==> config.mk <==
export PLATFORM = sky130hd
export DESIGN_NAME = arm_dp_core
export DESIGN_NICKNAME = d
export VERILOG_FILES = /design/src/rtl/arm_pkg.sv /design/src/rtl/arm_shifter.sv /design/src/rtl/arm_dp_core.sv
export SDC_FILE = /design/constraint.sdc
export NUM_CORES = 2
export LEC_CHECK = 0
export BUFFER_PORTS_ARGS = -buffer_cell sky130_fd_sc_hd__buf_2
export CORE_MARGIN = 10
export CORE_UTILIZATION = 25
export DETAILED_ROUTE_END_ITERATION = 7
export PLACE_DENSITY = 0.49
export RECOVER_POWER = 25
export REMOVE_ABC_BUFFERS = 1
export SETUP_SLACK_MARGIN = 0.05
export SYNTH_ARGS = -nofsm -noshare
export SYNTH_HDL_FRONTEND = slang
export SYNTH_SLANG_ARGS = --single-unit
==> constraint.sdc <==
create_clock -name clk -period 14.3 [get_ports clk]
set_input_delay 0.715 -clock clk [delete_from_list [all_inputs] [get_ports clk]]
set_output_delay 0.715 -clock clk [all_outputs]
set_load 0.02 [all_outputs]
==> src/rtl/arm_pkg.sv <==
// Shared constants, FSM encoding and condition evaluation for the ARM data-processing core.
package arm_pkg;

    localparam logic [3:0] OP_AND = 4'h0;
    localparam logic [3:0] OP_EOR = 4'h1;
    localparam logic [3:0] OP_SUB = 4'h2;
    localparam logic [3:0] OP_RSB = 4'h3;
    localparam logic [3:0] OP_ADD = 4'h4;
    localparam logic [3:0] OP_ADC = 4'h5;
    localparam logic [3:0] OP_SBC = 4'h6;
    localparam logic [3:0] OP_RSC = 4'h7;
    localparam logic [3:0] OP_TST = 4'h8;
    localparam logic [3:0] OP_TEQ = 4'h9;
    localparam logic [3:0] OP_CMP = 4'hA;
    localparam logic [3:0] OP_CMN = 4'hB;
    localparam logic [3:0] OP_ORR = 4'hC;
    localparam logic [3:0] OP_MOV = 4'hD;
    localparam logic [3:0] OP_BIC = 4'hE;
    localparam logic [3:0] OP_MVN = 4'hF;

    localparam logic [3:0] COND_EQ = 4'h0;
    localparam logic [3:0] COND_NE = 4'h1;
    localparam logic [3:0] COND_CS = 4'h2;
    localparam logic [3:0] COND_CC = 4'h3;
    localparam logic [3:0] COND_MI = 4'h4;
    localparam logic [3:0] COND_PL = 4'h5;
    localparam logic [3:0] COND_VS = 4'h6;
    localparam logic [3:0] COND_VC = 4'h7;
    localparam logic [3:0] COND_HI = 4'h8;
    localparam logic [3:0] COND_LS = 4'h9;
    localparam logic [3:0] COND_GE = 4'hA;
    localparam logic [3:0] COND_LT = 4'hB;
    localparam logic [3:0] COND_GT = 4'hC;
    localparam logic [3:0] COND_LE = 4'hD;
    localparam logic [3:0] COND_AL = 4'hE;
    localparam logic [3:0] COND_NV = 4'hF;

    localparam logic [1:0] SH_LSL = 2'd0;
    localparam logic [1:0] SH_LSR = 2'd1;
    localparam logic [1:0] SH_ASR = 2'd2;
    localparam logic [1:0] SH_ROR = 2'd3;

    typedef enum logic {
        StFetch = 1'b0,
        StExec  = 1'b1
    } state_t;

    // NV never passes; the core flags it as undefined separately.
    function automatic logic cond_pass(input logic [3:0] cond, input logic [3:0] nzcv);
        logic n, z, c, v;
        {n, z, c, v} = nzcv;
        case (cond)
            COND_EQ: cond_pass = z;
            COND_NE: cond_pass = !z;
            COND_CS: cond_pass = c;
            COND_CC: cond_pass = !c;
            COND_MI: cond_pass = n;
            COND_PL: cond_pass = !n;
            COND_VS: cond_pass = v;
            COND_VC: cond_pass = !v;
            COND_HI: cond_pass = c && !z;
            COND_LS: cond_pass = !c || z;
            COND_GE: cond_pass = (n == v);
            COND_LT: cond_pass = (n != v);
            COND_GT: cond_pass = !z && (n == v);
            COND_LE: cond_pass = z || (n != v);
            COND_AL: cond_pass = 1'b1;
            default: cond_pass = 1'b0;
        endcase
    endfunction

endpackage

==> src/rtl/arm_shifter.sv <==
// Barrel shifter for operand 2: rotated immediates and immediate-shifted registers.
module arm_shifter
    import arm_pkg::*;
(
    input  logic [31:0] i_value,
    input  logic [4:0]  i_amount,
    input  logic [1:0]  i_type,
    input  logic        i_imm_mode,
    input  logic        i_carry_in,
    output logic [31:0] o_result,
    output logic        o_carry
);

    logic [31:0] w_ror;
    logic [32:0] w_lsl;
    logic [32:0] w_lsr;
    logic [32:0] w_asr;

    // Extra bit on each shift captures the last bit shifted out.
    assign w_ror = (i_value >> i_amount) | (i_value << (6'd32 - {1'b0, i_amount}));
    assign w_lsl = {1'b0, i_value} << i_amount;
    assign w_lsr = {i_value, 1'b0} >> i_amount;
    assign w_asr = $signed({i_value, 1'b0}) >>> i_amount;

    // Select result and carry, including the amount-zero encodings.
    always_comb begin
        o_result = w_ror;
        o_carry  = i_carry_in;
        if (i_imm_mode) begin
            o_result = w_ror;
            o_carry  = (i_amount == 5'd0) ? i_carry_in : w_ror[31];
        end else begin
            case (i_type)
                SH_LSL: begin
                    if (i_amount == 5'd0) begin
                        o_result = i_value;
                        o_carry  = i_carry_in;
                    end else begin
                        o_result = w_lsl[31:0];
                        o_carry  = w_lsl[32];
                    end
                end
                SH_LSR: begin
                    if (i_amount == 5'd0) begin
                        o_result = 32'h0;
                        o_carry  = i_value[31];
                    end else begin
                        o_result = w_lsr[32:1];
                        o_carry  = w_lsr[0];
                    end
                end
                SH_ASR: begin
                    if (i_amount == 5'd0) begin
                        o_result = {32{i_value[31]}};
                        o_carry  = i_value[31];
                    end else begin
                        o_result = w_asr[32:1];
                        o_carry  = w_asr[0];
                    end
                end
                SH_ROR: begin
                    if (i_amount == 5'd0) begin
                        o_result = {i_carry_in, i_value[31:1]};
                        o_carry  = i_value[0];
                    end else begin
                        o_result = w_ror;
                        o_carry  = w_ror[31];
                    end
                end
                default: ;
            endcase
        end
    end

endmodule

==> src/rtl/arm_dp_core.sv <==
// Multi-cycle ARMv4 core: all data-processing opcodes plus B/BL, FETCH/EXEC sequencing.
module arm_dp_core
    import arm_pkg::*;
#(
    parameter logic [31:0] RESET_PC = 32'h0000_0000
) (
    input  logic        clk,
    input  logic        i_reset,
    input  logic        i_running,
    output logic        o_fetch_req,
    output logic [31:0] o_fetch_addr,
    input  logic        i_fetch_valid,
    input  logic [31:0] i_fetch_data,
    input  logic [3:0]  i_dbg_sel,
    output logic [31:0] o_dbg_data,
    output logic [3:0]  o_flags,
    output logic        o_retire,
    output logic        o_undef
);

    state_t      r_state, w_state_next;
    logic [31:0] r_regs [15];
    logic [31:0] r_pc, r_insn;
    logic [3:0]  r_nzcv;
    logic        r_req_held, r_post_reset;
    logic        w_fetch_req, w_retire;

    logic [3:0]  w_cond, w_opcode, w_rn, w_rd, w_rm;
    logic        w_imm, w_s, w_is_test, w_is_dp, w_is_branch, w_undef, w_exec;
    logic [31:0] w_pc4, w_pc8, w_rn_val, w_rm_val, w_op2, w_result, w_br_target, w_pc_next;
    logic        w_sh_carry, w_is_arith, w_alu_c, w_alu_v;
    logic        w_wr_en, w_flag_en, w_bl_en, w_pc_wr;
    logic [3:0]  w_nzcv_next;

    assign w_cond    = r_insn[31:28];
    assign w_imm     = r_insn[25];
    assign w_opcode  = r_insn[24:21];
    assign w_s       = r_insn[20];
    assign w_rn      = r_insn[19:16];
    assign w_rd      = r_insn[15:12];
    assign w_rm      = r_insn[3:0];
    assign w_pc4     = r_pc + 32'd4;
    assign w_pc8     = r_pc + 32'd8;

    assign w_is_test   = (w_opcode[3:2] == 2'b10);
    assign w_is_dp     = (r_insn[27:26] == 2'b00) && (r_insn[7:4] != 4'b1001)
                         && !(!w_imm && r_insn[4]) && !(w_is_test && !w_s);
    assign w_is_branch = (r_insn[27:25] == 3'b101);
    assign w_undef     = (w_cond == COND_NV) || !(w_is_dp || w_is_branch);
    assign w_exec      = !w_undef && cond_pass(w_cond, r_nzcv);

    assign w_rn_val = (w_rn == 4'd15) ? w_pc8 : r_regs[w_rn];
    assign w_rm_val = (w_rm == 4'd15) ? w_pc8 : r_regs[w_rm];

    arm_shifter u_shifter (
        .i_value    (w_imm ? {24'h0, r_insn[7:0]} : w_rm_val),
        .i_amount   (w_imm ? {r_insn[11:8], 1'b0} : r_insn[11:7]),
        .i_type     (w_imm ? SH_ROR : r_insn[6:5]),
        .i_imm_mode (w_imm),
        .i_carry_in (r_nzcv[1]),
        .o_result   (w_op2),
        .o_carry    (w_sh_carry)
    );

    // ALU: subtract forms are a + ~b + carry-in, so C falls out as NOT borrow.
    always_comb begin
        logic [31:0] a, b;
        logic        cin;
        logic [32:0] sum;
        a          = w_rn_val;
        b          = w_op2;
        cin        = 1'b0;
        w_is_arith = 1'b0;
        w_result   = 32'h0;
        case (w_opcode)
            OP_AND, OP_TST: w_result = w_rn_val & w_op2;
            OP_EOR, OP_TEQ: w_result = w_rn_val ^ w_op2;
            OP_ORR:         w_result = w_rn_val | w_op2;
            OP_MOV:         w_result = w_op2;
            OP_BIC:         w_result = w_rn_val & ~w_op2;
            OP_MVN:         w_result = ~w_op2;
            OP_SUB, OP_CMP: begin w_is_arith = 1'b1; b = ~w_op2; cin = 1'b1; end
            OP_RSB: begin w_is_arith = 1'b1; a = w_op2; b = ~w_rn_val; cin = 1'b1; end
            OP_ADD, OP_CMN: w_is_arith = 1'b1;
            OP_ADC: begin w_is_arith = 1'b1; cin = r_nzcv[1]; end
            OP_SBC: begin w_is_arith = 1'b1; b = ~w_op2; cin = r_nzcv[1]; end
            OP_RSC: begin w_is_arith = 1'b1; a = w_op2; b = ~w_rn_val; cin = r_nzcv[1]; end
            default: ;
        endcase
        sum     = {1'b0, a} + {1'b0, b} + {32'h0, cin};
        w_alu_c = sum[32];
        w_alu_v = (a[31] == b[31]) && (sum[31] != a[31]);
        if (w_is_arith) begin
            w_result = sum[31:0];
        end
    end

    assign w_nzcv_next = {w_result[31], (w_result == 32'h0),
                          w_is_arith ? w_alu_c : w_sh_carry,
                          w_is_arith ? w_alu_v : r_nzcv[0]};

    assign w_wr_en     = w_exec && w_is_dp && !w_is_test && (w_rd != 4'd15);
    assign w_pc_wr     = w_exec && w_is_dp && !w_is_test && (w_rd == 4'd15);
    assign w_flag_en   = w_exec && w_is_dp && w_s;
    assign w_bl_en     = w_exec && w_is_branch && r_insn[24];
    assign w_br_target = w_pc8 + {{6{r_insn[23]}}, r_insn[23:0], 2'b00};
    assign w_pc_next   = (w_exec && w_is_branch) ? w_br_target :
                         w_pc_wr ? {w_result[31:2], 2'b00} : w_pc4;

    // Architectural state: written only on the edge that ends EXEC.
    always_ff @(posedge clk) begin
        if (i_reset) begin
            for (int i = 0; i < 15; i++) begin
                r_regs[i] <= 32'h0;
            end
            r_pc   <= RESET_PC;
            r_nzcv <= 4'h0;
        end else if (r_state == StExec) begin
            r_pc <= w_pc_next;
            if (w_wr_en) begin
                r_regs[w_rd] <= w_result;
            end
            if (w_bl_en) begin
                r_regs[14] <= w_pc4;
            end
            if (w_flag_en) begin
                r_nzcv <= w_nzcv_next;
            end
        end
    end

    // FSM state, held request and latched instruction.
    always_ff @(posedge clk) begin
        r_post_reset <= i_reset;
        if (i_reset) begin
            r_state    <= StFetch;
            r_req_held <= 1'b0;
            r_insn     <= 32'h0;
        end else begin
            r_state    <= w_state_next;
            r_req_held <= (r_state == StFetch) && w_fetch_req && !i_fetch_valid;
            if ((r_state == StFetch) && w_fetch_req && i_fetch_valid) begin
                r_insn <= i_fetch_data;
            end
        end
    end

    // Next state and handshake; the request stays up once issued, regardless of i_running.
    always_comb begin
        w_state_next = r_state;
        w_fetch_req  = 1'b0;
        w_retire     = 1'b0;
        case (r_state)
            StFetch: begin
                w_fetch_req = !r_post_reset && (i_running || r_req_held);
                if (w_fetch_req && i_fetch_valid) begin
                    w_state_next = StExec;
                end
            end
            StExec: begin
                w_retire     = 1'b1;
                w_state_next = StFetch;
            end
            default: w_state_next = StFetch;
        endcase
    end

    assign o_fetch_req  = w_fetch_req && !i_reset;
    assign o_fetch_addr = r_pc;
    assign o_retire     = w_retire && !i_reset;
    assign o_undef      = w_retire && w_undef && !i_reset;
    assign o_flags      = r_nzcv;
    assign o_dbg_data   = (i_dbg_sel == 4'd15) ? r_pc : r_regs[i_dbg_sel];

endmodule
# Yosys cells after proc, flatten, opt, wreduce, memory -nomap -nowiden
# Memory sizes are Yosys's and may differ from the RTL's. A register that Yosys moved wholly into a read port is not among the register bits.
# Index checks and enable logic that the tools add are counted.
dict set report op_classes {
  addsub 6
  n_bitwise 9
  mux 51
  eq_ne 47
  shifts 5
  reduce_logical 61
}
# operator n
set op_table {}
lappend op_table {{two-way mux 32 bit} 15}
lappend op_table {{one-hot mux 32 bit (6 select lines)} 1}
lappend op_table {{one-hot mux 32 bit (4 select lines)} 1}
lappend op_table {{== test 4 bit (second input constant)} 20}
lappend op_table {{bitwise AND 32 bit} 2}
lappend op_table {{inverter 32 bit} 2}
lappend op_table {{OR 32 bit} 2}
lappend op_table {{one-hot mux 32 bit (2 select lines)} 1}
lappend op_table {{adder 32 x 32 -> 33 bit} 1}
lappend op_table {{adder 33 x 1 -> 33 bit} 1}
lappend op_table {{left shift 32 x 5 -> 33 bit} 1}
lappend op_table {{right shift 33 x 5 -> 33 bit} 1}
lappend op_table {{>>> shifter 33 x 5 -> 33 bit} 1}
lappend op_table {{adder 32 x 3 -> 32 bit (second input constant)} 1}
lappend op_table {{adder 32 bit} 1}
lappend op_table {{adder 32 x 4 -> 32 bit (second input constant)} 1}
lappend op_table {{== test 4 x 3 -> 1 bit (second input constant)} 8}
lappend op_table {{logical NOT 32 bit} 1}
lappend op_table {{OR reduction 32 bit} 1}
lappend op_table {{left shift 32 x 6 -> 32 bit} 1}
lappend op_table {{right shift 32 x 5 -> 32 bit} 1}
lappend op_table {{XOR 32 bit} 1}
lappend op_table {{logical AND 1 bit} 25}
lappend op_table {{two-way mux 1 bit} 23}
lappend op_table {{28 further kinds} 66}
dict set report totals {
  reg_bits 71
  input_bits 40
  ram_bits 480
  memories 1
  wordCells 188
}
# name words word_bits read_ports rd_ports_with_merged_regs write_ports line_no
set mem_list {}
lappend mem_list {r_regs 15 32 3 2 15 arm_dp_core.sv:22} ;# logic [31:0] r_regs [15];

# Depth between registers and ports, before layout
dict set report logic_depth {
  depth_word 19
  ltp_mapped 41
}

# Hierarchy
# From an unflattened synthesis, not the netlist that was laid out.
dict set report unflattened {
  cells_unflattened 4850
  hier_area_um2 50115.6
}
# mod area_per_inst_um2 cells_each instances
set by_module_without_submodules {}
lappend by_module_without_submodules {arm_dp_core 42185.5 3785 1}
lappend by_module_without_submodules {arm_shifter 7930.1 1065 1}

# Least setup slack after synthesis
# No wires, ideal clock.
dict set report synth_timing {
  path_type {reg2reg}
  start {reg r_insn[8]}
  end {reg r_nzcv[2] (netlist: o_flags[2])}
  required_time_ns 14.241
  slack_ns 6.001
  path_buffers 7
  arrival_ns 8.240
  path_stages_with_launch 39
  path_cell_list {dfxtp_1 > inv_1 > clkbuf_1 > buf_1 > buf_2 > buf_2 > buf_1 > ha_1 > and2_1 > ha_1 > clkbuf_1 > clkinv_1 > o31ai_1 > clkbuf_1 > a32oi_1 > nand2b_1 > o2bb2ai_1 > a22oi_1 > [3 not listed] > inv_1 > fa_1 > nor2b_1 > o21ai_0 > a21boi_0 > o21ai_0 > a311o_1 > a31oi_1 > a211oi_1 > o31a_1 > nand2b_1 > nand2_1 > o21ai_0 > xnor2_1 > o221ai_1 > nand4_1 > or4_1 > nand2_1}
}
dict set report synth_between {
  elab_chain_len 12
  elab_cells_between_ends 26
}
# item line_no
set synth_rtl {}
lappend synth_rtl {{start: declaration} arm_dp_core.sv:23} ;# logic [31:0] r_pc, r_insn;
lappend synth_rtl {{start signal: assignment} arm_dp_core.sv:143} ;# r_insn <= i_fetch_data;
lappend synth_rtl {{subtractor 6 x 5 -> 6 bit} arm_shifter.sv:20} ;# assign w_ror = (i_value >> i_amount) | (i_value << (6'd32 - {1'b0, i_amount}));
lappend synth_rtl {{left shift 32 x 6 -> 32 bit} arm_shifter.sv:20}
lappend synth_rtl {{OR 32 bit} arm_shifter.sv:20}
lappend synth_rtl {{two-way mux 32 bit} arm_shifter.sv:62} ;# if (i_amount == 5'd0) begin
lappend synth_rtl {{one-hot mux 32 bit (4 select lines)} arm_shifter.sv:33} ;# case (i_type)
lappend synth_rtl {{two-way mux 32 bit *} arm_shifter.sv:29} ;# if (i_imm_mode) begin
lappend synth_rtl {{inverter 32 bit} --}
lappend synth_rtl {{one-hot mux 32 bit (2 select lines)} arm_dp_core.sv:75} ;# case (w_opcode)
lappend synth_rtl {{adder 32 x 32 -> 33 bit} arm_dp_core.sv:90} ;# sum = {1'b0, a} + {1'b0, b} + {32'h0, cin};
lappend synth_rtl {{adder 33 x 1 -> 33 bit} arm_dp_core.sv:90}
lappend synth_rtl {{two-way mux 32 bit *} arm_dp_core.sv:93} ;# if (w_is_arith) begin
lappend synth_rtl {{logical NOT 32 bit *} arm_dp_core.sv:98} ;# assign w_nzcv_next = {w_result[31], (w_result == 32'h0),
lappend synth_rtl {{end signal: assignment} arm_dp_core.sv:127} ;# r_nzcv <= w_nzcv_next;
lappend synth_rtl {{end: declaration} arm_dp_core.sv:24} ;# logic [3:0] r_nzcv;
# Every way passes the cells marked *; elsewhere a longest branch is shown, timed or not.
# A chain may end at the register's enable or synchronous reset.

# Worst setup path after layout
dict set report layout_timing {
  start {reg r_pc[3] (netlist: o_fetch_addr[3])}
  end {reg r_nzcv[2] (netlist: o_flags[2])}
}
dict set report layout_between {
  elab_chain_len 14
  elab_cells_between_ends 29
}
# item line_no
set layout_rtl {}
lappend layout_rtl {{start: declaration} arm_dp_core.sv:23}
lappend layout_rtl {{start signal: assignment} arm_dp_core.sv:119} ;# r_pc <= w_pc_next;
lappend layout_rtl {{adder 32 x 4 -> 32 bit *} arm_dp_core.sv:43} ;# assign w_pc8 = r_pc + 32'd8;
lappend layout_rtl {{two-way mux 32 bit} arm_dp_core.sv:53} ;# assign w_rm_val = (w_rm == 4'd15) ? w_pc8 : r_regs[w_rm];
lappend layout_rtl {{two-way mux 32 bit} arm_dp_core.sv:56} ;# .i_value (w_imm ? {24'h0, r_insn[7:0]} : w_rm_val),
lappend layout_rtl {{left shift 32 x 6 -> 32 bit / right shift 32 x 5 -> 32 bit (equally long branches)} arm_shifter.sv:20}
lappend layout_rtl {{OR 32 bit} arm_shifter.sv:20}
lappend layout_rtl {{two-way mux 32 bit} arm_shifter.sv:62}
lappend layout_rtl {{one-hot mux 32 bit (4 select lines)} arm_shifter.sv:33}
lappend layout_rtl {{two-way mux 32 bit} arm_shifter.sv:29}
lappend layout_rtl {{inverter 32 bit} --}
lappend layout_rtl {{one-hot mux 32 bit (2 select lines)} arm_dp_core.sv:75}
lappend layout_rtl {{adder 32 x 32 -> 33 bit} arm_dp_core.sv:90}
lappend layout_rtl {{adder 33 x 1 -> 33 bit} arm_dp_core.sv:90}
lappend layout_rtl {{two-way mux 32 bit *} arm_dp_core.sv:93}
lappend layout_rtl {{logical NOT 32 bit *} arm_dp_core.sv:98}
# Marked as above.

==> flow_metrics.tcl <==
set metrics [dict create \
    ctsResizeCount 0 \
    synthFlopType "edfxtp_1" \
    hpwl_mm 208 \
    cts.sinks 589 \
    cts_buffer_depth 3 \
    fp.dieW_microns 468 \
    synth.avg_cell_area_sq_um 10.1 \
    yosysSeqAreaShare_pct 33.7 \
    critPathKind "reg2reg" \
    min_period_ns 11.70 \
    ys_ff_latch 589 \
    yosysMostFrequentCell "nor2_1" \
    clk_pin_slew_ns 0.07 \
    fin_worst_skew_ns 0.0408 \
    synthMuxAreaShare_pct 25.1 \
    holdPathEnd "r_req_held" \
    max_stage_delay_ns 1.24 \
    insertion_delay_ns 0.71 \
    slew_headroom_pct -193 \
    power.total_mw 5.99 \
    crit_required_ns 14.94 \
    r2r-start "o_fetch_addr[3]" \
    synthTopCellsByArea "edfxtp_1 31%, mux4_2 19%, nor2_1 5.5%" \
    cts_root_buf "clkbuf_16" \
    postCtsHoldBufs 0 \
    violations "max-capacitance violations, max-slew violations" \
    hold_violations 0 \
    synth_xor_area_share_pct 1.82 \
    drc_errors 0 \
    peakVddDrop_mv 0.0922 \
    gr-total-overflow 0 \
    clkPwrFrac_pct 31.9 \
    maxCapViolCount 17 \
    synth_fa_ha_area_share_pct 2.51 \
    cp-start-kind "register" \
    p_sw_mw 2.35 \
    area_growth_pct 11.9 \
    reg2reg_depth 31 \
    yosysTopAreaCellShare_pct 30.7 \
    fp.dieH_microns 468 \
    worst_pin_slew_ns 4.39 \
    status "complete, but fails checks" \
    syn_area_sq_um 50200 \
    cts_tree "built" \
    hold_depth 2 \
    p_leak_nw 19.1 \
    cp_slowest_cell "a211oi_1" \
    comb_power_share_pct 34.2 \
    grt_pass1_wl_mm 397 \
    wl_mm 294 \
    grt_antenna_before_repair 25 \
    p_seq_share_pct 33.9 \
    drt-pass1-iter-count 7 \
    synth-compound-area-share_pct 17.4 \
    grt_pass1_vias 45500 \
    worstPathArrival_ns 12.34 \
    final_area_sq_um 56100 \
    synth_cell_type_count 118 \
    post_drt_wl_per_cell_microns 38.6 \
    nets 5044 \
    grt_max_degree 91 \
    synth_area_leader_cell "edfxtp_1" \
    htreeDepth 3 \
    vias_per_cell 6.35 \
    place_area_sq_um 54000 \
    grt_usage_pct 25.7 \
    path_max_fanout 18 \
    setup_ws_ns 2.60 \
    hp-class "in2reg" \
    io_pins 111 \
    drtIter0Drc 8196 \
    fin_setup_tns_ns 0 \
    fmax_ghz 0.0854 \
    crit_top_cell "nand2_1" \
    post-place-ws_ns 3.33 \
    hp-start "i_fetch_valid" \
    synth_top_family_by_area "multiplexers" \
    setup_viol_count_final 0 \
    reg2reg_slack_ns 2.60 \
    ant_nets 0 \
    cts-buffers-inserted 71 \
    initial_core_util_pct 25.1 \
    swShare_pct 39.2 \
    syn_inst 4956 \
    fin_crit_sh_pct 81.8 \
    slew_viol_final 540 \
    via_count 48400 \
    drive_gt1_share_pct 20.0 \
    cts_setup_buffers 0 \
    synth_edf_count 512 \
    gp_congestion 1.02 \
    rsz0062_at_grt "false" \
    port_buffers 108 \
    r2r-end "o_flags[2]" \
    rows 164 \
    synth-simple-area-share_pct 14.7 \
    core_sq_um 200000 \
    ys_warn_count 0 \
    die_area_sq_um 219000 \
    powerDensity_nw_per_um2 107 \
    synth_top_cells_by_count "735 x nor2_1, 512 x edfxtp_1, 420 x mux4_2" \
    p_int_mw 3.65 \
    async_flop_share_pct 0 \
    cp-end-kind "register" \
]
==> sequential cells by signal, indices dropped and copies added, names as in the netlist, named ones only <==
name and flops:
r_regs 512, r_insn 32, o_fetch_addr 30, o_flags 4
r_post_reset 1, r_req_held 1, r_state 1
==> layout make-up <==
cell class	count	area, sq um
clock buffers	88	1870
clock inverters	39	510
multi-input cells	3832	31100
well taps	2656	3320
fillers	20900	144000
inverters	101	379
flip-flops and latches	589	16900
repair buffers	310	1950
diodes	8	20.0
==> cell families after synthesis <==
family          count (synthesis)
compound gates               1237
xor+xnor                      104
fa+ha+maj                      99
buf+inv                       568
flops                         589
mux                           720
other cells                     1
simple gates                 1638
==> cell usage in the layout, fill, tap and decap left out, drive strengths merged, types with 40 or more instances in the layout <==
| cell type | synthesis | final |
|---|---|---|
| a22oi | 63 | 63 |
| nand2b | 42 | 42 |
| xor2 | 40 | 40 |
| a21oi | 250 | 250 |
| nor2 | 736 | 736 |
| o31ai | 46 | 46 |
| edfxtp | 512 | 512 |
| o22ai | 68 | 68 |
| a211oi | 64 | 64 |
| o21a | 47 | 47 |
| nor2b | 41 | 41 |
| mux2i | 213 | 213 |
| ha | 96 | 96 |
| nor3 | 94 | 94 |
| xnor2 | 64 | 64 |
| o21ai | 229 | 229 |
| buf | 153 | 229 |
| nand3 | 111 | 111 |
| and2 | 41 | 41 |
| mux2 | 87 | 87 |
| nand2 | 377 | 377 |
| o211ai | 62 | 62 |
| dfxtp | 77 | 77 |
| clkbuf | 314 | 169 |
| o22a | 40 | 40 |
| mux4 | 420 | 420 |
| inv | 97 | 98 |
| nand4 | 58 | 58 |
| a31oi | 44 | 44 |
==> metrics by stage <==
step	instances	hold slack (ns)	utilization (%)
after floorplan	4522	0.446	-
after global placement	7488	0.458	27.0
after detailed placement	7488	0.468	27.0
after CTS	7615	0.141	28.2
after global routing	7615	0.207	28.1
final	7623	0.206	28.1
==> critical path, delay by kind of cell, from the launching register on <==
| kind | cells | cell delay, ns |
|---|---|---|
| mux | 2 | 0.69 |
| xor+xnor | 2 | 0.57 |
| flops | 1 | 0.33 |
| compound gates | 13 | 5.50 |
| simple gates | 12 | 3.02 |
| buf+inv | 1 | 1.16 |
| fa+ha+maj | 1 | 0.32 |
==> routing by layer <==
metal	routed length (microns)	track usage, %	vias to the layer above
met1	114000	33.9	24800
li1	-	-	19200
met2	125000	38.2	3664
met4	19400	13.8	22
met5	158	0	-
met3	35500	7.04	780
==> power groups by stage <==
stage / sequential (mW) / combinational (mW) / clock (mW)
after floorplan: 2.05 / 1.06 / 0
after global placement: 2.06 / 1.97 / 0
after detailed placement: 2.06 / 1.96 / 0
after CTS: 2.03 / 1.97 / 1.94
after global routing: 2.04 / 2.09 / 1.99
final: 2.03 / 2.05 / 1.91
==> worst max path at each step <==
stage	cells after the start	endpoint	startpoint	slack, ns
final	31	o_flags[2]	o_fetch_addr[3]	2.60
after detailed placement	30	o_flags[2]	o_fetch_addr[4]	3.33
after global routing	31	o_flags[2]	o_fetch_addr[3]	2.41
after global placement	30	o_flags[2]	o_fetch_addr[4]	3.17
after CTS	30	o_flags[2]	o_fetch_addr[4]	3.18
after floorplan	28	o_flags[2]	r_insn[25]	0.72
Note: power is estimated with default switching activity, not from simulation.
